==> src/rtl/b2p_stream_arbiter_if.sv <==
// Handshake bundle between the byte-stream requesters, the arbiter and the
// downstream byte-to-packet packer. The master modport is the arbiter side;
// the slave modport is the environment (requesters plus packer).
interface b2p_stream_arbiter_if #(
  parameter int NUM_REQ       = 4,
  parameter int BITS_PER_BYTE = 8,
  parameter int CH_W          = 2
) ();

  logic [NUM_REQ*BITS_PER_BYTE-1:0] asi_in_data;
  logic [NUM_REQ-1:0]               asi_in_valid;
  logic [NUM_REQ-1:0]               asi_in_ready;
  logic [BITS_PER_BYTE-1:0]         aso_out_data;
  logic                             aso_out_valid;
  logic                             aso_out_ready;
  logic [CH_W-1:0]                  aso_out_channel;

  modport master (
    input  asi_in_data,
    input  asi_in_valid,
    output asi_in_ready,
    output aso_out_data,
    output aso_out_valid,
    input  aso_out_ready,
    output aso_out_channel
  );

  modport slave (
    output asi_in_data,
    output asi_in_valid,
    input  asi_in_ready,
    input  aso_out_data,
    input  aso_out_valid,
    output aso_out_ready,
    input  aso_out_channel
  );

endinterface

==> src/rtl/b2p_stream_arbiter.sv <==
// Packet-granular round-robin arbiter in front of a fixed-length
// byte-to-packet packer. One requester owns the packer for exactly
// BYTES_PER_PACKET accepted beats, then the grant is re-arbitrated starting
// just after the requester that was last served.
module b2p_stream_arbiter #(
  parameter int NUM_REQ          = 4,
  parameter int BITS_PER_BYTE    = 8,
  parameter int BYTES_PER_PACKET = 2048,
  parameter int CH_W             = 2
) (
  input  logic                       clock_clk,
  input  logic                       reset_reset,
  input  logic                       cfg_enable,
  input  logic [NUM_REQ-1:0]         cfg_mask,
  b2p_stream_arbiter_if.master       bus,
  output logic                       busy,
  output logic                       pkt_done
);

  localparam int CNT_W = $clog2(BYTES_PER_PACKET);
  localparam logic [CNT_W-1:0] LAST_BEAT = CNT_W'(BYTES_PER_PACKET - 1);
  localparam logic [CH_W-1:0]  LAST_REQ  = CH_W'(NUM_REQ - 1);

  localparam logic [0:0] IDLE = 1'b0;
  localparam logic [0:0] XFER = 1'b1;

  logic [0:0]               state_q,   state_d;
  logic [CH_W-1:0]          grant_q,   grant_d;
  logic [CH_W-1:0]          rrPtr_q,   rrPtr_d;
  logic [CNT_W-1:0]         beatCnt_q, beatCnt_d;
  logic                     busy_q,    busy_d;

  logic [NUM_REQ-1:0]       elig;
  logic                     pickValid;
  logic [CH_W-1:0]          pick;
  logic                     selValid;
  logic [BITS_PER_BYTE-1:0] selData;
  logic                     inXfer;
  logic                     beat;
  logic                     lastBeat;

  assign inXfer   = (state_q == XFER);
  assign beat     = inXfer & selValid & bus.aso_out_ready;
  assign lastBeat = beat & (beatCnt_q == LAST_BEAT);

  assign pkt_done            = lastBeat;
  assign busy                = busy_q;
  assign bus.aso_out_channel = grant_q;
  assign bus.aso_out_valid   = inXfer & selValid;
  assign bus.aso_out_data    = selData;

  // Round-robin pick: first eligible requester at or above rrPtr, wrapping;
  // scanning from the far end lets the closest candidate overwrite the rest.
  always_comb begin
    int idx;
    elig      = bus.asi_in_valid & cfg_mask & {NUM_REQ{cfg_enable}};
    pickValid = 1'b0;
    pick      = '0;
    idx       = 0;
    for (int off = NUM_REQ - 1; off >= 0; off--) begin
      idx = int'(rrPtr_q) + off;
      if (idx >= NUM_REQ) begin
        idx = idx - NUM_REQ;
      end
      if (elig[idx]) begin
        pickValid = 1'b1;
        pick      = CH_W'(idx);
      end
    end
  end

  // Zero-latency mux from the granted lane to the packer, with ready steered
  // back only to the granted requester while a packet is in flight.
  always_comb begin
    selValid         = 1'b0;
    selData          = '0;
    bus.asi_in_ready = '0;
    for (int i = 0; i < NUM_REQ; i++) begin
      if (grant_q == CH_W'(i)) begin
        selValid = bus.asi_in_valid[i];
        selData  = bus.asi_in_data[i*BITS_PER_BYTE +: BITS_PER_BYTE];
        if (inXfer) begin
          bus.asi_in_ready[i] = bus.aso_out_ready;
        end
      end
    end
  end

  // Next-state logic: grant on arbitration, count beats, release on the last
  // beat and move the round-robin pointer past the requester just served.
  always_comb begin
    state_d   = state_q;
    grant_d   = grant_q;
    rrPtr_d   = rrPtr_q;
    beatCnt_d = beatCnt_q;
    busy_d    = busy_q;
    case (state_q)
      IDLE: begin
        if (pickValid) begin
          grant_d = pick;
          busy_d  = 1'b1;
          state_d = XFER;
        end
      end
      XFER: begin
        if (lastBeat) begin
          beatCnt_d = '0;
          busy_d    = 1'b0;
          rrPtr_d   = (grant_q == LAST_REQ) ? '0 : grant_q + CH_W'(1);
          state_d   = IDLE;
        end else if (beat) begin
          beatCnt_d = beatCnt_q + CNT_W'(1);
        end
      end
      default: begin
        state_d = IDLE;
      end
    endcase
  end

  // State registers; reset abandons any partial packet immediately.
  always_ff @(posedge clock_clk or posedge reset_reset) begin
    if (reset_reset) begin
      state_q   <= IDLE;
      grant_q   <= '0;
      rrPtr_q   <= '0;
      beatCnt_q <= '0;
      busy_q    <= 1'b0;
    end else begin
      state_q   <= state_d;
      grant_q   <= grant_d;
      rrPtr_q   <= rrPtr_d;
      beatCnt_q <= beatCnt_d;
      busy_q    <= busy_d;
    end
  end

endmodule

==> src/flat_wrapper.sv <==
// flat-port wrapper written by rule: the top's interface ports become plain ports
module b2p_stream_arbiter_flat 
#(
  parameter int NUM_REQ          = 4,
  parameter int BITS_PER_BYTE    = 8,
  parameter int BYTES_PER_PACKET = 2048,
  parameter int CH_W             = 2
)
  (clock_clk, reset_reset, cfg_enable, cfg_mask, busy, pkt_done, bus_asi_in_data, bus_asi_in_valid, bus_asi_in_ready, bus_aso_out_data, bus_aso_out_valid, bus_aso_out_ready, bus_aso_out_channel);
  b2p_stream_arbiter_if #(.NUM_REQ(NUM_REQ), .BITS_PER_BYTE(BITS_PER_BYTE), .CH_W(CH_W)) bus_i ();
  input  logic clock_clk;
  input  logic reset_reset;
  input  logic cfg_enable;
  input  logic [NUM_REQ-1:0] cfg_mask;
  output logic busy;
  output logic pkt_done;
  input wire logic [$bits(bus_i.asi_in_data)-1:0] bus_asi_in_data;
  input wire logic [$bits(bus_i.asi_in_valid)-1:0] bus_asi_in_valid;
  output wire logic [$bits(bus_i.asi_in_ready)-1:0] bus_asi_in_ready;
  output wire logic [$bits(bus_i.aso_out_data)-1:0] bus_aso_out_data;
  output wire logic [$bits(bus_i.aso_out_valid)-1:0] bus_aso_out_valid;
  input wire logic [$bits(bus_i.aso_out_ready)-1:0] bus_aso_out_ready;
  output wire logic [$bits(bus_i.aso_out_channel)-1:0] bus_aso_out_channel;
  assign bus_i.asi_in_data = bus_asi_in_data;
  assign bus_i.asi_in_valid = bus_asi_in_valid;
  assign bus_asi_in_ready = bus_i.asi_in_ready;
  assign bus_aso_out_data = bus_i.aso_out_data;
  assign bus_aso_out_valid = bus_i.aso_out_valid;
  assign bus_i.aso_out_ready = bus_aso_out_ready;
  assign bus_aso_out_channel = bus_i.aso_out_channel;
  b2p_stream_arbiter #(.NUM_REQ(NUM_REQ), .BITS_PER_BYTE(BITS_PER_BYTE), .BYTES_PER_PACKET(BYTES_PER_PACKET), .CH_W(CH_W)) u_core (.clock_clk(clock_clk), .reset_reset(reset_reset), .cfg_enable(cfg_enable), .cfg_mask(cfg_mask), .bus(bus_i), .busy(busy), .pkt_done(pkt_done));
endmodule
==> config.mk <==
export PLATFORM = sky130hd
export DESIGN_NAME = b2p_stream_arbiter_flat
export DESIGN_NICKNAME = d
export VERILOG_FILES = /design/src/rtl/b2p_stream_arbiter_if.sv /design/src/rtl/b2p_stream_arbiter.sv /design/src/flat_wrapper.sv
export SDC_FILE = /design/constraint.sdc
export NUM_CORES = 1
export LEC_CHECK = 0
export CORE_ASPECT_RATIO = 0.8
export CORE_UTILIZATION = 42
export DETAILED_ROUTE_END_ITERATION = 7
export GPL_TIMING_DRIVEN = 1
export PLACE_DENSITY = 0.86
export SLEW_MARGIN = 20
export SYNTH_ARGS = -nofsm -noshare
export SYNTH_HDL_FRONTEND = slang
export SYNTH_SLANG_ARGS = --single-unit
==> constraint.sdc <==
create_clock -name clock_clk -period 2.7 [get_ports clock_clk]
set_input_delay 0.54 -clock clock_clk [delete_from_list [all_inputs] [get_ports clock_clk]]
set_output_delay 0.54 -clock clock_clk [all_outputs]
set_load 0.1 [all_outputs]
# Yosys cells after proc, flatten, opt, wreduce, memory -nomap -nowiden

Index checks and enable logic that the tools add are counted.

Flip-flop bits (word level): 17
Bits of input ports: 44
Output and inout port bits: 17
Logic and storage cells: 86

Add/subtract/negate cells: 9
Order comparisons: 8
Eq/ne operators: 6
Multiplexer cells: 46
Bitwise operators: 6
Reductions and logical operators: 6

Operators with widths:

| operator                                                     | number |
|---|---|
| less-than comparator 32 x 4 -> 1 bit (second input constant) | 4 |
| 2-to-1 mux 32 bit                                            | 4 |
| >= comparator 32 x 4 -> 1 bit (second input constant)        | 3 |
| subtractor 32 x 4 -> 32 bit (second input constant)          | 3 |
| 2-to-1 mux 8 bit                                             | 4 |
| 2-to-1 mux 1 bit                                             | 25 |
| 2-to-1 mux 11 bit                                            | 2 |
| adder 11 x 1 -> 11 bit (second input constant)               | 1 |
| equality test 11 bit (second input constant)                 | 1 |
| 2-to-1 mux 2 bit                                             | 5 |
| AND 4 bit                                                    | 2 |
| binary-select mux 1 bit (select 2 bit)                       | 4 |
| AND reduction 2 bit                                          | 4 |
| adder 2 x 2 -> 3 bit (second input constant)                 | 2 |
| equality test 2 bit (second input constant)                  | 2 |
| one-hot mux 1 bit (2 select lines)                           | 2 |
| subtractor 2 x 3 -> 4 bit (second input constant)            | 1 |
| adder 2 x 1 -> 3 bit (second input constant)                 | 1 |
| AND 1 bit                                                    | 3 |
| >= comparator 2 x 3 -> 1 bit (second input constant)         | 1 |
| adder 2 x 1 -> 2 bit (second input constant)                 | 1 |
| equality test 2 x 1 -> 1 bit (second input constant)         | 1 |
| logical NOT 2 bit                                            | 1 |
| != test 2 x 1 -> 1 bit (second input constant)               | 1 |
| 3 further kinds                                              | 3 |

# Longest topological paths before layout

Depth in word-level cells: 12
Gate-level depth with buffers: 9
Depth with buffers taken out: 6

# Least setup slack after synthesis

Ideal clock, no wire load.

Kind: register -> output
Start: register u_core.grant_q[1] (netlist: u_core.bus.aso_out_channel[1])
End: output port bus_aso_out_data[0]
Arrival time: 4.255 ns
Setup slack: -2.095 ns
Stages on the path, launching flop included: 8
Buffers on the path: 2
Path through: dfrtp_1 > inv_1 > ha_1 > clkbuf_1 > nor2b_1 > clkbuf_1 > a221oi_1 > o31ai_1

Longest elaborated chain between the ends: 5

RTL lines:

| element                        | RTL line                  | source |
|---|---|---|
| start: declaration             | b2p_stream_arbiter.sv:28  | `logic [CH_W-1:0] grant_q, grant_d;` |
| start signal: assignment       | b2p_stream_arbiter.sv:131 | `grant_q <= grant_d;` |
| logical NOT 2 bit              | b2p_stream_arbiter.sv:79  | `if (grant_q == CH_W'(i)) begin` |
| 2-to-1 mux 8 bit (3 in series) | b2p_stream_arbiter.sv:79  |  |
| 2-to-1 mux 8 bit (*)           | b2p_stream_arbiter.sv:79  |  |
| end: declaration               | flat_wrapper.sv:20        | `output wire logic [$bits(bus_i.aso_out_data)-1:0] bus_aso_out_data;` |

Every way passes the cells marked *; elsewhere a longest branch is shown, timed or not.

# Final worst setup path

Start: register u_core.grant_q[0] (netlist: u_core.bus.aso_out_channel[0])
End: output port bus_aso_out_valid

Longest elaborated chain between the ends: 6

RTL lines:

| element                        | RTL line                 | source |
|---|---|---|
| logical NOT 2 bit              | b2p_stream_arbiter.sv:79 |  |
| 2-to-1 mux 1 bit (3 in series) | b2p_stream_arbiter.sv:79 |  |
| 2-to-1 mux 1 bit (*)           | b2p_stream_arbiter.sv:79 |  |
| AND 1 bit (*)                  | b2p_stream_arbiter.sv:49 | `assign bus.aso_out_valid = inXfer & selValid;` |
| end: declaration               | flat_wrapper.sv:21       | `output wire logic [$bits(bus_i.aso_out_valid)-1:0] bus_aso_out_valid;` |

Marks and branches as above.

==> flow_summary.ini <==
[clock_network]
cts_root_buf = clkbuf_8
cts_hold_buf = 0
h-tree-depth = 1
cts_sinks = 17
tritoncts = yes
clk_latency_ns = 0.25
cts_setup_buffers = 0
clk_pin_slew_ns = 0.07
cts.path.max_buffers = 2
numCtsBuffers = 3

[critical_path]
worstPathMaxFanout = 21
crit_arrival_ns = 2.08
cp.required_ns = 2.16
end_kind = primary output
r2r_setup_slack_ns = 0.41
path_class = reg -> out
start_kind = register

[layout]
areaGrowthSynthToFinish_pct = 70.8
nFillCells = 201
drive_gt1_frac = 0.214
fin_nets = 270
final_cells = 260
diodes = 0

[detailed_routing]
drt-pass1-iter-count = 4
ant_nets = 0
vias = 1539
wl_per_cell_um = 16.1
drt-total-wl_um = 4180
drcViolationCount = 0
viasPerCell = 5.92
drt_iter0_markers = 66

[sta]
finalSetupViolations = 0
final_max_slew_viol_count = 0
period_minus_slack_ns = 2.62
worst_slew_pin_slew_ns = 0.631
rsz0062_at_grt = false
finalHoldViolCount = 0
slew_headroom = 0.579
skew_ns = 0.00227
finalCritPeriodShare = 0.972
fmax_mhz = 381
fin_ws_ns = 0.0764
whs_ns = 0.475

[logic_synthesis]
synth_ff_type = dfrtp_1
yosys-top-cells-count = 17 x dfrtp_1, 16 x nand2_1, 11 x nor2b_1
synth_fa_ha_area_frac = 0.0457
ys_async_sr_fraction = 1.00
synth_compound_area_frac = 0.232
synthTopCellsByArea = dfrtp_1 31%, a221oi_1 5.1%, nor2b_1 5.0%
synth_cells = 161
yosys.area.top_type = dfrtp_1
yosysMostFrequentCell = dfrtp_1
synth_top_family_by_area = simple AND/OR/NAND/NOR gates
syn_area_mm2 = 0.00137
ys_seq_area_frac = 0.311
avgSynthCellArea_um2 = 8.51
syn_nets = 210
synth.distinct_cells = 44
synth_top_area_share = 0.311
synth_edf_count = 0
yosys_register_bits = 17
synth.area.mux_share = 0.0164
yosysWarnings = 0
synth-simple-area-share = 0.300
synthXorXnorAreaFrac = 0.0320

[floorplan]
coreArea_mm2 = 0.00309
pin_count = 61
num_rows = 18
die_area_mm2 = 0.00350
die_x_um = 65.9
start_util = 0.444
die-height_um = 53.1

[global_routing]
grt_pass1_vias = 1470
grt_use_met3 = 0.0431
grt_max_degree = 22
grt_busiest_layer = met2
overflow = 0
grtUsageMet1 = 0.296
grt_pass1_wl_um = 6580
antenna_found_initial = 0
grtUsageTotal = 0.249
globalRouteMet2Util = 0.466

[flow_run]
maxCapViolations = 0

[power]
power_density_mw_per_mm2 = 335
max-vdd-ir-drop_mv = 0.533
p_leak_nw = 0.964

[run_status]
status = completed

[placed_design]
place_ws_ns = 0.125
finalWeightedCongestion = 0.846
place.detailed.instances = 256
port_buffers = 60
dp_hpwl_um = 3270

[hold_path]
hp-class = reg -> reg
[worst paths after layout]
kind / depth (start not counted) / to / startpoint
setup / recovery: 6 / bus_aso_out_valid / u_core.bus.aso_out_channel[0]
hold / removal: 1 / u_core.beatCnt_q[10] / u_core.beatCnt_q[10]
setup reg to reg: 6 / u_core.beatCnt_q[7] / u_core.bus.aso_out_channel[0]
hold reg to reg: 1 / u_core.beatCnt_q[10] / u_core.beatCnt_q[10]
max in group asynchronous: 2 / u_core.bus.aso_out_channel[1] / reset_reset
min in group asynchronous: 2 / u_core.beatCnt_q[2] / reset_reset
[sequential cells by signal, indices dropped and copies added (netlist names)]
signal                      count
u_core.bus.aso_out_channel      2
u_core.busy                     1
u_core.inXfer                   1
u_core.rrPtr_q                  2
u_core.beatCnt_q               11
[what timing repair did]
action	CTS	global route
setup endpoints to repair	0	1
gates resized for setup	0	0
hold endpoints to repair	0	0
[cell usage in the layout (no fill, tap or decap), types with 7 or more instances in the layout]
master / n
clkdlybuf4s50_1: 43
o31ai_4: 8
buf_12: 14
a221oi_1: 7
dfrtp_1: 15
nand2_1: 16
buf_4: 8
nor2b_1: 11
[power breakdown]
part	internal, mW	switching [mW]
Sequential	0.287	0.0409
Combinational	0.130	0.138
Clock	0.102	0.0866
Total	0.519	0.265
[routing by layer]
| layer | share of wire | vias to the layer above |
|---|---|---|
| met3 | 0.056 | 6 |
| met5 | 0 | - |
| met4 | 0.013 | 0 |
| met1 | 0.42 | 732 |
| li1 | - | 738 |
| met2 | 0.51 | 63 |
[cells by family after synthesis]
kind of cell             Yosys count
multiplexers                       2
AND/OR/NAND/NOR                   71
XOR/XNOR                           5
buffers and inverters             18
AO/OA/AOI/OAI                     43
flip-flops                        17
adder cells (fa/ha/maj)            5
[cell type report]
class / instances / area (um^2) / area share
repair buffers: 65 / 771 / 0.329
well taps: 40 / 50.0 / 0.0214
flip-flops and latches: 17 / 433 / 0.185
clock buffers: 3 / 41.3 / 0.0176
clock inverters: 1 / 5.00 / 0.00214
inverters: 8 / 32.5 / 0.0139
multi-input cells: 126 / 1010 / 0.430
[worst max-delay path: stages, from the launching register on]
cell and delay (ns):
dfrtp_4 0.53, ha_4 0.29, nor2b_1 0.18, a211o_1 0.32
buf_4 0.21, nor2_4 0.11, buf_12 0.18
[through the flow]
stage          utilization  total power [mW]  setup TNS, ns  cell area (um^2)
6_report             0.758             0.784              0              2340
5_1_grt              0.758             0.813              0              2340
4_1_cts              0.758             0.784              0              2340
3_5_place_dp         0.743             0.597              0              2290
3_3_place_gp         0.743             0.586              0              2290
2_1_floorplan            -             0.462          -1.81              1540
No activity file was read; power rests on OpenSTA's default activity.
==> edit 1: new RTL, config.mk and constraints unchanged <==
Reset style: synchronous (`reset_reset`), changed in one clocked block.
--- a/src/rtl/b2p_stream_arbiter.sv
+++ b/src/rtl/b2p_stream_arbiter.sv
@@ -119,7 +119,7 @@
   end
 
   // State registers; reset abandons any partial packet immediately.
-  always_ff @(posedge clock_clk or posedge reset_reset) begin
+  always_ff @(posedge clock_clk) begin
     if (reset_reset) begin
       state_q   <= IDLE;
       grant_q   <= '0;
Formal check against the unedited RTL: differs if reset_reset is asserted again (counterexample within 4 cycles, from zero or initial values and one cycle with reset_reset high); with reset_reset held inactive, the same outputs for 10 cycles.
==> edit 1 against the unedited design <==
Utilization grew 3.3 points. Critical path depth is 1 higher. Cell area shrank 2.8%. Routed wire length shrank 5.2%. Setup slack improved by 0.054 ns. Sequential cell count unchanged. Clock skew barely moved. Combinational power grew 87%. Area after synthesis shrank 3.7%. Count of clock-buffer cells in the layout unchanged. Total power increased by 22%. Highest routed layer unchanged.
==> edit 1: results (changes against the unedited design) <==
----------------------------------------------------
[Global routing]
  Via count of the first global-routing pass ... 1,413 (was 1,470)
  Global-route wire length before repair ... 6470 µm (was 6580 µm)
  Total global-route track usage ... 0.248 (was 0.249)

[Drt]
  Routed len/inst ... 14.1 µm (was 16.1 µm)
  Via count ... 1,550 (was 1,539)
  Drt initial violations ... 63 (was 66)
  Met2 wire length ... 1880 µm (was 2150 µm)
  Met3 routed wirelength ... 255 µm (was 235 µm)
  Met1 WL ... 1790 µm (was 1750 µm)
  Per-cell via count in the routed design ... 5.52 (was 5.92)

[Synth]
  Main area contributors after synthesis ... sky130_fd_sc_hd__dfxtp_1 26%, sky130_fd_sc_hd__a21oi_1 6.8%, sky130_fd_sc_hd__nor2_1 6.3% (was sky130_fd_sc_hd__dfrtp_1 31%, sky130_fd_sc_hd__a221oi_1 5.1%, sky130_fd_sc_hd__nor2b_1 5.0%)
  Async set-or-reset flop fraction in the synthesized netlist ... 0 (was 1.00)
  Top cells by count, synth ... 22 x sky130_fd_sc_hd__nor2_1, 19 x sky130_fd_sc_hd__nand2_1, 18 x sky130_fd_sc_hd__a21oi_1, 17 x sky130_fd_sc_hd__dfxtp_1, 11 x sky130_fd_sc_hd__o21ai_0 (was 17 x sky130_fd_sc_hd__dfrtp_1, 16 x sky130_fd_sc_hd__nand2_1, 11 x sky130_fd_sc_hd__nor2b_1, 9 x sky130_fd_sc_hd__o31ai_1)
  Cells after Synth ... 180 (was 161)
  Part of the Yosys area used for sequential elements ... 0.258 (was 0.311)
  Primary flip-flop cell chosen by synthesis mapping ... sky130_fd_sc_hd__dfxtp_1 (was sky130_fd_sc_hd__dfrtp_1)
  Synth Net Count ... 229 (was 210)
  Synth unique cells ... 40 (was 44)

[Run status]
  Outcome ... complete, no violations (unchanged)

[Layout]
  Number of flip-flops in the largest register ... 11 (unchanged)
  Final nets ... 293 (was 270)
  Largest Register ... u_core.beatCnt_q (unchanged)
  Share of cells above drive strength 1 ... 0.202 (was 0.214)

[Pwr]
  Cell leakage power ... 0.000837 µW (was 0.000964 µW)
  Psw ... 396 µW (was 265 µW)
  Worst VDD drop ... 0.000412 V (was 0.000533 V)

[Setup path]
  WP data arrival ... 2.03 ns (was 2.08 ns)
  Maximum cell stage delay along the critical path ... 0.40 ns (was 0.53 ns)
  Top cell family by delay on the critical path ... compound AO/OA/AOI/OAI gates (was flip-flops)
  Slowest-stage cell, CP ... sky130_fd_sc_hd__ha_1 (was sky130_fd_sc_hd__dfrtp_4)
  Maximum net fanout on the critical path ... 10 (was 21)

[Min path]
  Worst min path class ... register to register (unchanged)

[Place]
  Worst slack after detailed placement ... 0.187 ns (was 0.125 ns)
  Final RePlAce weighted congestion ... 0.864 (was 0.846)
  Area of placed instances ... 2220 µm² (was 2290 µm²)
  Placed cell count ... 277 (was 256)

[Timing]
  Slew @ Worst Pin ... 0.467 ns (was 0.631 ns)
  Clock Skews ... 0.00224 ns (was 0.00227 ns)

----------------------------------------------------
## edit 1: area by class of cell
cell class | count | area [µm²]
Clock buffer | 3 | 41.3
Clock inverter | 1 | 7.51
Fill cell | 197 | 598
Inverter | 7 | 30.0
Multi-Input combinational cell | 147 | 1010
Sequential cell | 17 | 348
Tap cell | 38 | 47.5
Timing Repair Buffer | 68 | 793
## edit 1: what timing repair did
| item | 4_1_cts | 5_1_grt |
|---|---|---|
| setup endpoints to repair | 8 | 1 |
| resized for setup | 1 | 1 |
| hold endpoints to repair | 0 | 0 |
## edit 1: final timing paths
check	cells after the start	to	from	slack, ns
max	7	pkt_done	u_core.bus.aso_out_channel[0]	0.13
max reg2reg	8	u_core.beatCnt_q[9]	u_core.bus.aso_out_channel[0]	0.40
min	2	u_core.beatCnt_q[5]	u_core.beatCnt_q[5]	0.52
min reg2reg	2	u_core.beatCnt_q[5]	u_core.beatCnt_q[5]	0.52
## edit 1: power by group through the flow
| stage | clock network, µW | registers, µW | logic, µW |
|---|---|---|---|
| 3_5_place_dp | 0 | 268 | 499 |
| 2_1_floorplan | 0 | 289 | 279 |
| 6_report | 197 | 262 | 499 |
| 3_3_place_gp | 0 | 268 | 492 |
| 4_1_cts | 201 | 262 | 500 |
| 5_1_grt | 209 | 263 | 523 |
## edit 1: routing by layer
metal  vias up  GRT usage
li1        784          -
met1       708      0.325
met2        52      0.423
met3         6     0.0570
met4         0     0.0407
met5         -          0
## edit 1: kinds of logic after synthesis
| group | Yosys count | share of synthesized area |
|---|---|---|
| buffers and inverters | 16 | 0.0541 |
| and+or+nand+nor | 83 | 0.339 |
| xor gates and xnor gates | 5 | 0.0332 |
| muxes | 1 | 0.00759 |
| AOI/OAI and AO/OA | 53 | 0.261 |
| adders and majority gates | 5 | 0.0474 |
| DFF | 17 | 0.258 |
==> edit 2: new RTL, config.mk and constraints unchanged <==
Without the edit above. `BYTES_PER_PACKET` is set to 2048 in 2 places; all go to 4096.
--- a/src/rtl/b2p_stream_arbiter.sv
+++ b/src/rtl/b2p_stream_arbiter.sv
@@ -5,7 +5,7 @@
 module b2p_stream_arbiter #(
   parameter int NUM_REQ          = 4,
   parameter int BITS_PER_BYTE    = 8,
-  parameter int BYTES_PER_PACKET = 2048,
+  parameter int BYTES_PER_PACKET = 4096,
   parameter int CH_W             = 2
 ) (
   input  logic                       clock_clk,
--- a/src/flat_wrapper.sv
+++ b/src/flat_wrapper.sv
@@ -3,7 +3,7 @@
 #(
   parameter int NUM_REQ          = 4,
   parameter int BITS_PER_BYTE    = 8,
-  parameter int BYTES_PER_PACKET = 2048,
+  parameter int BYTES_PER_PACKET = 4096,
   parameter int CH_W             = 2
 )
   (clock_clk, reset_reset, cfg_enable, cfg_mask, busy, pkt_done, bus_asi_in_data, bus_asi_in_valid, bus_asi_in_ready, bus_aso_out_data, bus_aso_out_valid, bus_aso_out_ready, bus_aso_out_channel);
Formal check against the unedited RTL: no difference found for any inputs over 10 cycles, from zero or initial values and one cycle with reset_reset high; that may be too few to reach the edited logic, so the function may still have changed.
==> edit 2 against the unedited design <==
Via count rose by 0.32%. Routed wire length rose by 0.36%. Area after synthesis rose by 0.37%. Utilization fell by 0.27 points. Sequential cell count rose by 1. Setup slack got worse by 0.039 ns. Non-clock buffer count rose by 3. Cell area rose by 0.37%. Worst hold slack improved by 0.011 ns.
Power is left out: it rests on default switching activity, and per cell area and clock period it moved more than threefold.
==> edit 2: results (changes against the unedited design) <==
----------------------------------------------------
[Clock network]
  Source-to-sink clock delay at the later pin of the worst-skew pair ... 0.25 ns (about the same)
  H-tree level count ... 1 (unchanged)
  Root buffer cell ... sky130_fd_sc_hd__clkbuf_8 (unchanged)

[Global routing]
  Maximum number of pins on one net before global-route repair ... 19 (was 22)
  Global-route wire length before repair ... 6840 µm (was 6580 µm)
  Via count of the first global-routing pass ... 1,498 (was 1,470)
  Total global-route track usage ... 0.259 (was 0.249)

[Place]
  Detailed-placement wirelength estimate ... 3300 µm (was 3270 µm)
  Final RePlAce weighted congestion ... 0.834 (was 0.846)
  Area of placed instances ... 2280 µm² (was 2290 µm²)

[Layout]
  Share of cells above drive strength 1 ... 0.216 (was 0.214)
  Final nets ... 286 (was 270)
  Number of filler instances in the final layout ... 248 (was 201)
  Number of flip-flops in the largest register ... 12 (was 11)

[Setup path]
  Reg-to-Reg End ... u_core.beatCnt_q[5] (was u_core.beatCnt_q[7])
  WP data arrival ... 2.12 ns (was 2.08 ns)
  CP Launch Point ... u_core.bus.aso_out_channel[1] (was u_core.bus.aso_out_channel[0])
  Top cell family by delay on the critical path ... flip-flops (unchanged)
  Maximum cell stage delay along the critical path ... 0.50 ns (was 0.53 ns)
  Maximum net fanout on the critical path ... 7 (was 21)
  Setup slack on the worst flop-to-flop path ... 0.31 ns (was 0.41 ns)
  Slowest-stage cell, CP ... sky130_fd_sc_hd__dfrtp_4 (unchanged)
  Worst Reg-to-Reg Cells ... 8 (was 6)

[Timing]
  Slew @ Worst Pin ... 0.669 ns (was 0.631 ns)
  Worst hold slack after final layout ... 0.486 ns (was 0.475 ns)
  Clock Skews ... 0.00427 ns (was 0.00227 ns)

[Synth]
  Part of the Yosys area used for sequential elements ... 0.328 (was 0.311)
  Main area contributors after synthesis ... sky130_fd_sc_hd__dfrtp_1 33%, sky130_fd_sc_hd__o21ai_0 5.5%, sky130_fd_sc_hd__nand2_1 5.2% (was sky130_fd_sc_hd__dfrtp_1 31%, sky130_fd_sc_hd__a221oi_1 5.1%, sky130_fd_sc_hd__nor2b_1 5.0%)
  Synth unique cells ... 41 (was 44)
  Top cells by count, synth ... 19 x sky130_fd_sc_hd__nand2_1, 18 x sky130_fd_sc_hd__dfrtp_1, 16 x sky130_fd_sc_hd__nor2_1, 15 x sky130_fd_sc_hd__o21ai_0, 11 x sky130_fd_sc_hd__a21oi_1 (was 17 x sky130_fd_sc_hd__dfrtp_1, 16 x sky130_fd_sc_hd__nand2_1, 11 x sky130_fd_sc_hd__nor2b_1, 9 x sky130_fd_sc_hd__o31ai_1)
  Synth Net Count ... 223 (was 210)

[Run status]
  Outcome ... complete, no violations (unchanged)

[Min path]
  Worst Min Path Start ... u_core.beatCnt_q[6] (was u_core.beatCnt_q[10])
  Number of cells on the worst hold path ... 1 (unchanged)
  End point of the worst hold path ... u_core.beatCnt_q[6] (was u_core.beatCnt_q[10])

[Drt]
  Final wirelength ... 4200 µm (was 4180 µm)
  Per-cell via count in the routed design ... 5.59 (was 5.92)
  Drt initial violations ... 63 (was 66)

----------------------------------------------------
## edit 2: through the flow
step                      utilization  setup WS [ns]  std cells
after floorplan                     -        0.00152        174
after global placement          0.734          0.147        272
after detailed placement        0.734         0.0970        272
after CTS                       0.754         0.0219        276
after global routing            0.756        -0.0367        276
final                           0.756         0.0375        276
## edit 2: routing by layer
layer,up-vias,wire (µm),global-route usage
li1,760,-,-
met1,730,1880,0.331
met5,-,0,0
met3,2,317,0.0603
met2,52,1990,0.457
met4,0,8,0.0319
## edit 2: cell type report
class,instances,area (µm²),share of cell area
Timing Repair Buffer,68,797,0.339
Tap cell,40,50.0,0.0213
Multi-Input combinational cell,138,958,0.408
Sequential cell,18,458,0.195
Clock buffer,4,55.1,0.0234
Inverter,8,30.0,0.0128
## edit 2: worst max path at each step
| stage | endpoint | slack, ns | depth (start not counted) |
|---|---|---|---|
| after floorplan | pkt_done | 0.002 | 7 |
| after global placement | pkt_done | 0.15 | 6 |
| after detailed placement | pkt_done | 0.1 | 6 |
| after CTS | pkt_done | 0.02 | 7 |
| after global routing | bus_aso_out_data[7] | -0.04 | 8 |
| final | pkt_done | 0.04 | 7 |
## edit 2: logic make-up (layout without fill, tap and decap cells)
group                      count (synthesis)  in the layout  synth area share
AOI/OAI and AO/OA                         54             54             0.253
xor gates and xnor gates                   6              6            0.0382
adders and majority gates                  5              5            0.0455
buffers and inverters                     18             80            0.0555
DFF                                       18             18             0.328
muxes                                      2              2            0.0182
and+or+nand+nor                           71             71             0.262
## edit 2: worst register-to-register path, stage by stage (launching register included)
cell and delay (ns):
sky130_fd_sc_hd__dfrtp_4 0.50, sky130_fd_sc_hd__inv_2 0.09, sky130_fd_sc_hd__ha_2 0.26, sky130_fd_sc_hd__a211oi_1 0.12, sky130_fd_sc_hd__a211oi_1 0.45, sky130_fd_sc_hd__buf_4 0.22
sky130_fd_sc_hd__nand2_1 0.13, sky130_fd_sc_hd__or3_1 0.39, sky130_fd_sc_hd__a21oi_1 0.16
## edit 2: what timing repair did
action,CTS,global route
pin swaps,0,0
endpoints found under the hold margin,0,0
endpoints found under the setup margin,8,7
resized for setup,2,2
